## src/rtl/alu_ctrl_pkg.sv

```systemverilog
// Shared encodings and FSM state type for the ALU control sequencer.
package alu_ctrl_pkg;

  // Opcode encodings
  localparam int unsigned OP_RTYPE = 0;
  localparam int unsigned OP_ADDI  = 1;
  localparam int unsigned OP_SUBI  = 2;
  localparam int unsigned OP_SLTI  = 3;

  // R-type func encodings
  localparam int unsigned FN_ADD = 0;
  localparam int unsigned FN_SUB = 1;
  localparam int unsigned FN_SLT = 3;
  localparam int unsigned FN_AND = 4;
  localparam int unsigned FN_OR  = 5;
  localparam int unsigned FN_NOT = 6;
  localparam int unsigned FN_XOR = 7;
  localparam int unsigned FN_MUL = 8;

  // ALU operation codes
  localparam int unsigned ALU_ADD = 0;
  localparam int unsigned ALU_SUB = 1;
  localparam int unsigned ALU_SLT = 3;
  localparam int unsigned ALU_AND = 4;
  localparam int unsigned ALU_OR  = 5;
  localparam int unsigned ALU_NOT = 6;
  localparam int unsigned ALU_XOR = 7;
  localparam int unsigned ALU_MUL = 8;

  typedef enum logic [1:0] {
    IDLE,
    ITER,
    HOLD
  } state_t;

endpackage

```

## src/rtl/alu_decode.sv

```systemverilog
// Combinational opcode/func decoder; undefined encodings yield code 0 with illegal set.
module alu_decode
  import alu_ctrl_pkg::*;
#(
  parameter int unsigned OP_W   = 3,
  parameter int unsigned FN_W   = 4,
  parameter int unsigned CODE_W = 4
) (
  input  logic [OP_W-1:0]   i_opcode,
  input  logic [FN_W-1:0]   i_func,
  output logic [CODE_W-1:0] o_code,
  output logic              o_illegal,
  output logic              o_multi
);

  // Full decode with defaults first so every path is assigned
  always_comb begin
    o_code    = '0;
    o_illegal = 1'b0;
    o_multi   = 1'b0;
    case (i_opcode)
      OP_W'(OP_RTYPE): begin
        case (i_func)
          FN_W'(FN_ADD): o_code = CODE_W'(ALU_ADD);
          FN_W'(FN_SUB): o_code = CODE_W'(ALU_SUB);
          FN_W'(FN_SLT): o_code = CODE_W'(ALU_SLT);
          FN_W'(FN_AND): o_code = CODE_W'(ALU_AND);
          FN_W'(FN_OR):  o_code = CODE_W'(ALU_OR);
          FN_W'(FN_NOT): o_code = CODE_W'(ALU_NOT);
          FN_W'(FN_XOR): o_code = CODE_W'(ALU_XOR);
          FN_W'(FN_MUL): begin
            o_code  = CODE_W'(ALU_MUL);
            o_multi = 1'b1;
          end
          default:       o_illegal = 1'b1;
        endcase
      end
      OP_W'(OP_ADDI): o_code = CODE_W'(ALU_ADD);
      OP_W'(OP_SUBI): o_code = CODE_W'(ALU_SUB);
      OP_W'(OP_SLTI): o_code = CODE_W'(ALU_SLT);
      default:        o_illegal = 1'b1;
    endcase
  end

endmodule

```

## src/rtl/alu_ctrl_seq.sv

```systemverilog
// Handshaked ALU control sequencer: decodes opcode/func, steps multi-cycle ops, holds result until taken.
module alu_ctrl_seq
  import alu_ctrl_pkg::*;
#(
  parameter int unsigned OP_W       = 3,
  parameter int unsigned FN_W       = 4,
  parameter int unsigned CODE_W     = 4,
  parameter int unsigned MUL_CYCLES = 16,
  parameter int unsigned CNT_W      = $clog2(MUL_CYCLES + 1)
) (
  input  logic              clk,
  input  logic              rst,
  input  logic              in_valid,
  output logic              in_ready,
  input  logic [OP_W-1:0]   opcode,
  input  logic [FN_W-1:0]   func,
  output logic              out_valid,
  input  logic              out_ready,
  output logic [CODE_W-1:0] alu_code,
  output logic              illegal,
  output logic              multi,
  output logic              step_en,
  output logic [CNT_W-1:0]  step_cnt
);

  state_t              r_state;
  logic                r_out_valid;
  logic [CODE_W-1:0]   r_alu_code;
  logic                r_illegal;
  logic                r_multi;
  logic                r_step_en;
  logic [CNT_W-1:0]    r_step_cnt;

  logic [CODE_W-1:0]   w_code;
  logic                w_illegal;
  logic                w_multi;
  logic                w_accept;

  alu_decode #(
    .OP_W   (OP_W),
    .FN_W   (FN_W),
    .CODE_W (CODE_W)
  ) u_decode (
    .i_opcode  (opcode),
    .i_func    (func),
    .o_code    (w_code),
    .o_illegal (w_illegal),
    .o_multi   (w_multi)
  );

  // Ready when idle, or when the held result is being taken this cycle
  always_comb begin
    in_ready = !rst && ((r_state == IDLE) || ((r_state == HOLD) && out_ready));
  end

  assign w_accept = in_valid && in_ready;

  // FSM, result registers and iteration counter
  always_ff @(posedge clk) begin
    if (rst) begin
      r_state     <= IDLE;
      r_out_valid <= 1'b0;
      r_alu_code  <= '0;
      r_illegal   <= 1'b0;
      r_multi     <= 1'b0;
      r_step_en   <= 1'b0;
      r_step_cnt  <= '0;
    end else begin
      case (r_state)
        IDLE, HOLD: begin
          if (w_accept) begin
            r_alu_code <= w_code;
            r_illegal  <= w_illegal;
            r_multi    <= w_multi;
            r_step_cnt <= '0;
            if (w_multi) begin
              r_state     <= ITER;
              r_step_en   <= 1'b1;
              r_out_valid <= 1'b0;
            end else begin
              r_state     <= HOLD;
              r_step_en   <= 1'b0;
              r_out_valid <= 1'b1;
            end
          end else if ((r_state == HOLD) && out_ready) begin
            r_state     <= IDLE;
            r_out_valid <= 1'b0;
          end
        end
        ITER: begin
          // Last step: counter holds at MUL_CYCLES-1 and the result is presented
          if (r_step_cnt == CNT_W'(MUL_CYCLES - 1)) begin
            r_state     <= HOLD;
            r_step_en   <= 1'b0;
            r_out_valid <= 1'b1;
          end else begin
            r_step_cnt <= r_step_cnt + CNT_W'(1);
          end
        end
        default: begin
          r_state     <= IDLE;
          r_out_valid <= 1'b0;
          r_step_en   <= 1'b0;
        end
      endcase
    end
  end

  assign out_valid = r_out_valid;
  assign alu_code  = r_alu_code;
  assign illegal   = r_illegal;
  assign multi     = r_multi;
  assign step_en   = r_step_en;
  assign step_cnt  = r_step_cnt;

endmodule

```

## config.mk

```make
export PLATFORM = sky130hd
export DESIGN_NAME = alu_ctrl_seq
export DESIGN_NICKNAME = d
export VERILOG_FILES = /design/src/rtl/alu_ctrl_pkg.sv /design/src/rtl/alu_decode.sv /design/src/rtl/alu_ctrl_seq.sv
export SDC_FILE = /design/constraint.sdc
export NUM_CORES = 1
export LEC_CHECK = 0
export ABC_AREA = 1
export CAP_MARGIN = 15
export CORE_UTILIZATION = 46
export DETAILED_ROUTE_END_ITERATION = 8
export GPL_TIMING_DRIVEN = 1
export HOLD_SLACK_MARGIN = 0.05
export PLACE_DENSITY_LB_ADDON = 0.2
export SLEW_MARGIN = 20
export SYNTH_ARGS = -nofsm -noshare
export SYNTH_HDL_FRONTEND = slang
export SYNTH_SLANG_ARGS = --single-unit
```

## constraint.sdc

```tcl
create_clock -name clk -period 2.4 [get_ports clk]
set_clock_uncertainty 0.15 [all_clocks]
set_input_delay 0.48 -clock clk [delete_from_list [all_inputs] [get_ports clk]]
set_output_delay 0.48 -clock clk [all_outputs]
set_load 0.005 [all_outputs]
```

==> impl_metrics.py, run 1 <==
metrics = {
    "finish": {
        "n_antenna_cell": 0,
        "final_common_cell": "clkdlybuf4s50_1",
        "syn2layout_area_growth_pct": 41.0,
        "final_nets": 144,
        "drive_gt1_frac": 0.124,
        "layout_common_cells": "clkdlybuf4s50_1 (24), nand2_1 (20), inv_1 (16)",
        "final_util": 0.734,
    },
    "global_route": {
        "grt_pass1_wl_um": 2690,
        "grt.overflow.total": 0,
        "grt_start_max_net_pins": 9,
        "grt_pass1_vias": 647,
        "antenna_found_initial": 0,
        "grt_usage": 0.194,
    },
    "placement": {
        "dp_hpwl_um": 1170,
        "place_congestion": 0.900,
        "io_buffers": 24,
    },
    "floorplan": {
        "start_util": 0.520,
        "placementRows": 13,
        "core_um2": 1380,
        "die_y_um": 41.5,
        "die_x_um": 41.5,
        "pin_count": 25,
        "dieArea_um2": 1730,
    },
    "timing": {
        "period_share": 0.955,
        "finalHoldViolCount": 0,
        "finalSetupViolCount": 0,
        "final_max_slew_viol_count": 0,
        "slew_headroom": 0.857,
        "tightest_slew_ns": 0.212,
        "min_period_ns": 2.29,
        "tns_ns": 0,
        "fmax_mhz": 436,
        "rsz0062_at_grt": "no",
    },
    "clock_network": {
        "clockRootBuffer": "clkbuf_4",
        "cts_buffer_depth": 2,
        "insertion_delay_ns": 0.27,
        "hold_buffers": 0,
        "path_clk_slew_ns": 0.08,
        "htree_levels": 1,
        "cts_tree": "yes",
        "cts_inserted_buffers": 3,
        "post_cts_buffers": 0,
        "cts_sinks": 14,
    },
    "critical_path": {
        "cp_slowest_cell": "clkdlybuf4s50_1",
        "endpoint_kind": "primary output",
        "critical_path_class": "in2out",
        "cp.arrival_ns": 1.66,
        "cp_cell_sequence": "clkdlybuf4s50_1 -> inv_1 -> nand2_2 -> nand2_1 -> inv_1 -> clkdlybuf4s50_1",
        "critPathLaunchType": "primary input",
        "critPathTopFamily": "buffers and inverters",
        "slowest_delay_ns": 0.48,
        "critPathBufInv": 4,
        "cp_max_fo": 2,
        "cp_data_required_time_ns": 1.77,
    },
    "yosys": {
        "ys_seq_elements": 14,
        "synth_nets": 113,
        "ys_warn_count": 0,
        "synth_cells": 100,
        "seq_area_frac_synth": 0.390,
        "synthesis.area_um2": 719,
        "syn_avg_cell_area_um2": 7.19,
        "yosys.cell_types.count": 22,
    },
    "pwr": {
        "cellPowerDensity_nw_per_um2": 430,
        "max-vdd-ir-drop_mv": 0.279,
        "p_leak_nw": 0.413,
    },
    "drt": {
        "ant_nets": 0,
        "wl_met1_um": 690,
        "route.met2.wl_um": 697,
        "dr.max_layer_used": "met4",
        "wl_per_cell_um": 10.3,
        "wirelength_um": 1480,
        "drtPass1Iterations": 4,
        "drt_iter0_markers": 10,
        "via_per_inst": 5.01,
        "drc": 0,
        "vias": 722,
        "wl_met3_um": 71,
    },
    "outcome": {
        "status": "finished clean",
    },
    "hold_path": {
        "holdCritPathClass": "reg2reg",
    },
    "run": {
        "maxCapViolations": 0,
    },
}
[cell families after synthesis]
kind of cell	count (synthesis)	synth area share
and+or+nand+nor	43	0.301
xor gates and xnor gates	1	0.0122
DFF	14	0.390
buffers and inverters	19	0.111
adders and majority gates	2	0.0348
AOI/OAI and AO/OA	21	0.151
[timing repair]
item / 4_1_cts / 5_1_grt
endpoints found under the setup margin: 0 / 1
endpoints found under the hold margin: 0 / 0
gates resized for setup: 0 / 1
[report_power, final]
group          internal (mW)  switching (mW)  leakage [nW]
Sequential             0.237         0.00280         0.113
Combinational         0.0370          0.0322         0.286
Clock                 0.0581          0.0694        0.0138
Total                  0.332           0.104         0.413
[cell usage after synthesis]
master / instances / area (um2)
a21oi_1: 12 / 60.1
a31oi_1: 2 / 12.5
buf_6: 1 / 11.3
clkinv_2: 1 / 5.00
dfxtp_1: 14 / 280
ha_1: 2 / 25.0
inv_1: 16 / 60.1
inv_2: 1 / 3.75
nand2_1: 21 / 78.8
nand2_2: 2 / 12.5
nand2_4: 1 / 11.3
nand3_1: 6 / 30.0
nand3_2: 1 / 10.0
nand3_4: 1 / 17.5
nand3b_1: 1 / 7.51
nor2_1: 7 / 26.3
nor2_2: 1 / 6.26
nor2_4: 1 / 11.3
nor3_1: 1 / 5.00
o21ai_0: 6 / 30.0
o22ai_1: 1 / 6.26
xor2_1: 1 / 8.76
[layer usage]
layer,vias to the layer above,track usage
met5,-,0
li1,378,-
met2,20,0.306
met1,320,0.261
met4,0,0.0774
met3,4,0.0348
[per-stage QoR]
step / instance area [um2] / total power, mW / hold WS, ns / worst slack (ns) / cells
final: 1010 / 0.437 / 0.314 / 0.108 / 144
after global routing: 1010 / 0.462 / 0.352 / 0.0233 / 144
after global placement: 990 / 0.313 / 0.301 / 0.129 / 141
after CTS: 1010 / 0.441 / 0.317 / 0.0918 / 144
after floorplan: 719 / 0.276 / 0.304 / 0.862 / 100
after detailed placement: 990 / 0.314 / 0.305 / 0.0988 / 141
[registers in the layout (all words and copies together), names as in the netlist]
name / flops
illegal: 1
step_cnt: 5
step_en: 1
multi: 1
alu_code: 4
r_state: 2
[path summary, 6_finish.rpt]
path	cells past startpoint	slack [ns]	end	startpoint
setup / recovery	6	0.11	in_ready	out_ready
hold / removal	2	0.31	alu_code[3]$_SDFFE_PP0P_	alu_code[3]$_SDFFE_PP0P_
setup reg to reg	10	0.71	step_cnt[2]$_SDFFE_PP0P_	step_cnt[1]$_SDFFE_PP0P_
hold reg to reg	2	0.31	alu_code[3]$_SDFFE_PP0P_	alu_code[3]$_SDFFE_PP0P_
[layout make-up]
class                   instances  area, um2
inverters                      18       68.8
multi-input cells              67        362
well taps                      15       18.8
repair buffers                 27        263
fillers                       106        368
clock buffers                   3       22.5
flip-flops and latches         14        280
[worst register-to-register path: cells and delay by family (launching register included)]
family | cells | cell delay (ns)
xor+xnor | 1 | 0.17
fa+ha+maj | 2 | 0.36
buf+inv | 1 | 0.05
flops | 1 | 0.38
simple gates | 6 | 0.48
(Power assumes the default switching activity.)
==> run 2: changes to the inputs <==
--- a/config.mk
+++ b/config.mk
@@ -11,7 +11,7 @@
 export DETAILED_ROUTE_END_ITERATION = 8
 export GPL_TIMING_DRIVEN = 1
 export HOLD_SLACK_MARGIN = 0.05
-export PLACE_DENSITY_LB_ADDON = 0.2
+export PLACE_DENSITY_LB_ADDON = 0.08
 export SLEW_MARGIN = 20
 export SYNTH_ARGS = -nofsm -noshare
 export SYNTH_HDL_FRONTEND = slang
==> impl_metrics.py, run 2 (same netlist as run 1, synthesis figures left out) <==
metrics = {
    "drt": {
        "via_per_inst": 5.13,
        "vias": 739,
        "wirelength_um": 1610,
        "drtPass1Iterations": 4,
        "ant_nets": 0,
        "drt_iter0_markers": 22,
        "wl_per_cell_um": 11.2,
        "drc": 0,
    },
    "timing": {
        "finalHoldViolCount": 0,
        "tns_ns": 0,
        "rsz0062_at_grt": "no",
        "final_max_slew_viol_count": 0,
        "min_period_ns": 2.30,
        "slew_headroom": 0.876,
        "period_share": 0.957,
        "fmax_mhz": 436,
        "tightest_slew_ns": 0.184,
        "finalSetupViolCount": 0,
    },
    "global_route": {
        "grt.overflow.total": 0,
        "grt_start_max_net_pins": 9,
        "grt_usage": 0.204,
        "antenna_found_initial": 0,
        "grt_pass1_vias": 672,
        "grt_pass1_wl_um": 2660,
    },
    "pwr": {
        "pwr-share-seq": 0.500,
        "internal-power_mw": 0.366,
        "finalPower_mw": 0.480,
        "max-vdd-ir-drop_mv": 0.366,
        "cellPowerDensity_nw_per_um2": 471,
        "pwr-share-clk": 0.358,
        "power_switching_mw": 0.114,
        "power.share.switching": 0.239,
        "pwr-share-comb": 0.141,
        "p_leak_nw": 0.415,
    },
    "critical_path": {
        "cp_data_required_time_ns": 1.77,
        "cp_max_fo": 2,
        "r2r_slack_ns": 0.67,
        "rr_worst_depth": 10,
        "critical_path_class": "in2out",
        "r2r_start": "step_cnt[1]$_SDFFE_PP0P_",
        "cp.arrival_ns": 1.67,
        "endpoint_kind": "primary output",
        "worst_r2r_endpoint": "step_cnt[3]$_SDFFE_PP0P_",
        "critPathLaunchType": "primary input",
    },
    "floorplan": {
        "core_um2": 1380,
        "die_x_um": 41.5,
        "dieArea_um2": 1730,
        "die_y_um": 41.5,
        "pin_count": 25,
        "placementRows": 13,
        "start_util": 0.520,
    },
    "hold_path": {
        "worstHoldPathCells": 2,
        "holdCritPathClass": "reg2reg",
        "worstHoldStart": "alu_code[3]$_SDFFE_PP0P_",
        "whs_endpoint": "alu_code[3]$_SDFFE_PP0P_",
    },
    "finish": {
        "n_antenna_cell": 0,
        "postLayoutCellArea_um2": 1020,
        "layout_common_cells": "clkdlybuf4s50_1 (24), nand2_1 (21), inv_1 (16)",
        "final_common_cell": "clkdlybuf4s50_1",
        "fillers": 108,
        "multi_input_area_um2": 359,
        "syn2layout_area_growth_pct": 41.6,
        "largest_reg_flops": 5,
        "final_util": 0.737,
        "seq_area_um2": 280,
        "drive_gt1_frac": 0.116,
        "final_nets": 143,
    },
    "placement": {
        "dpl_cell_area_um2": 982,
        "dp_hpwl_um": 1200,
        "io_buffers": 24,
        "place_congestion": 0.789,
    },
    "clock_network": {
        "insertion_delay_ns": 0.29,
        "cts_resized": 0,
        "htree_levels": 1,
        "clockRootBuffer": "clkbuf_4",
        "cts_inserted_buffers": 3,
        "post_cts_buffers": 0,
        "hold_buffers": 0,
        "cts_buffer_depth": 2,
        "cts_sinks": 14,
        "path_clk_slew_ns": 0.08,
        "cts_tree": "yes",
    },
    "run": {
        "maxCapViolations": 0,
    },
    "outcome": {
        "status": "finished clean",
    },
}
run 2: power groups by stage:
stage	clock network (mW)	registers [mW]	logic [mW]
floorplan	0	0.246	0.0305
global placement	0	0.245	0.0660
detailed placement	0	0.246	0.0672
CTS	0.173	0.240	0.0679
global route	0.188	0.241	0.0743
finish	0.172	0.240	0.0679
run 2: cell type report:
class                   instances  share of cell area
inverters                      18              0.0676
repair buffers                 26               0.251
flip-flops and latches         14               0.275
well taps                      15              0.0184
multi-input cells              67               0.353
clock buffers                   4              0.0356
run 2: critical path, cell delays in order:
cell	delay, ns
clkdlybuf4s50_1	0.46
nor2_4	0.13
nand2_1	0.06
inv_1	0.05
clkdlybuf4s50_1	0.48
run 2: metrics by stage:
| stage | setup WS [ns] | hold WS (ns) | cells |
|---|---|---|---|
| finish | 0.104 | 0.316 | 144 |
| global placement | 0.126 | 0.298 | 140 |
| floorplan | 0.862 | 0.304 | 100 |
| detailed placement | 0.0980 | 0.305 | 140 |
| global route | 0.0409 | 0.344 | 144 |
| CTS | 0.0922 | 0.318 | 144 |
run 2: worst max-delay path by stage:
| stage | from | end | cells past startpoint |
|---|---|---|---|
| CTS | rst | in_ready | 5 |
| finish | rst | in_ready | 5 |
| global route | out_ready | in_ready | 6 |
| floorplan | step_cnt[1]$_SDFFE_PP0P_ | step_cnt[2]$_SDFFE_PP0P_ | 10 |
| detailed placement | rst | in_ready | 5 |
| global placement | rst | in_ready | 5 |
run 2: layer usage:
| metal | track usage | wire, um |
|---|---|---|
| met2 | 0.341 | 804 |
| met5 | 0 | 0 |
| met4 | 0.0968 | 35 |
| met1 | 0.225 | 685 |
| met3 | 0.0783 | 89 |
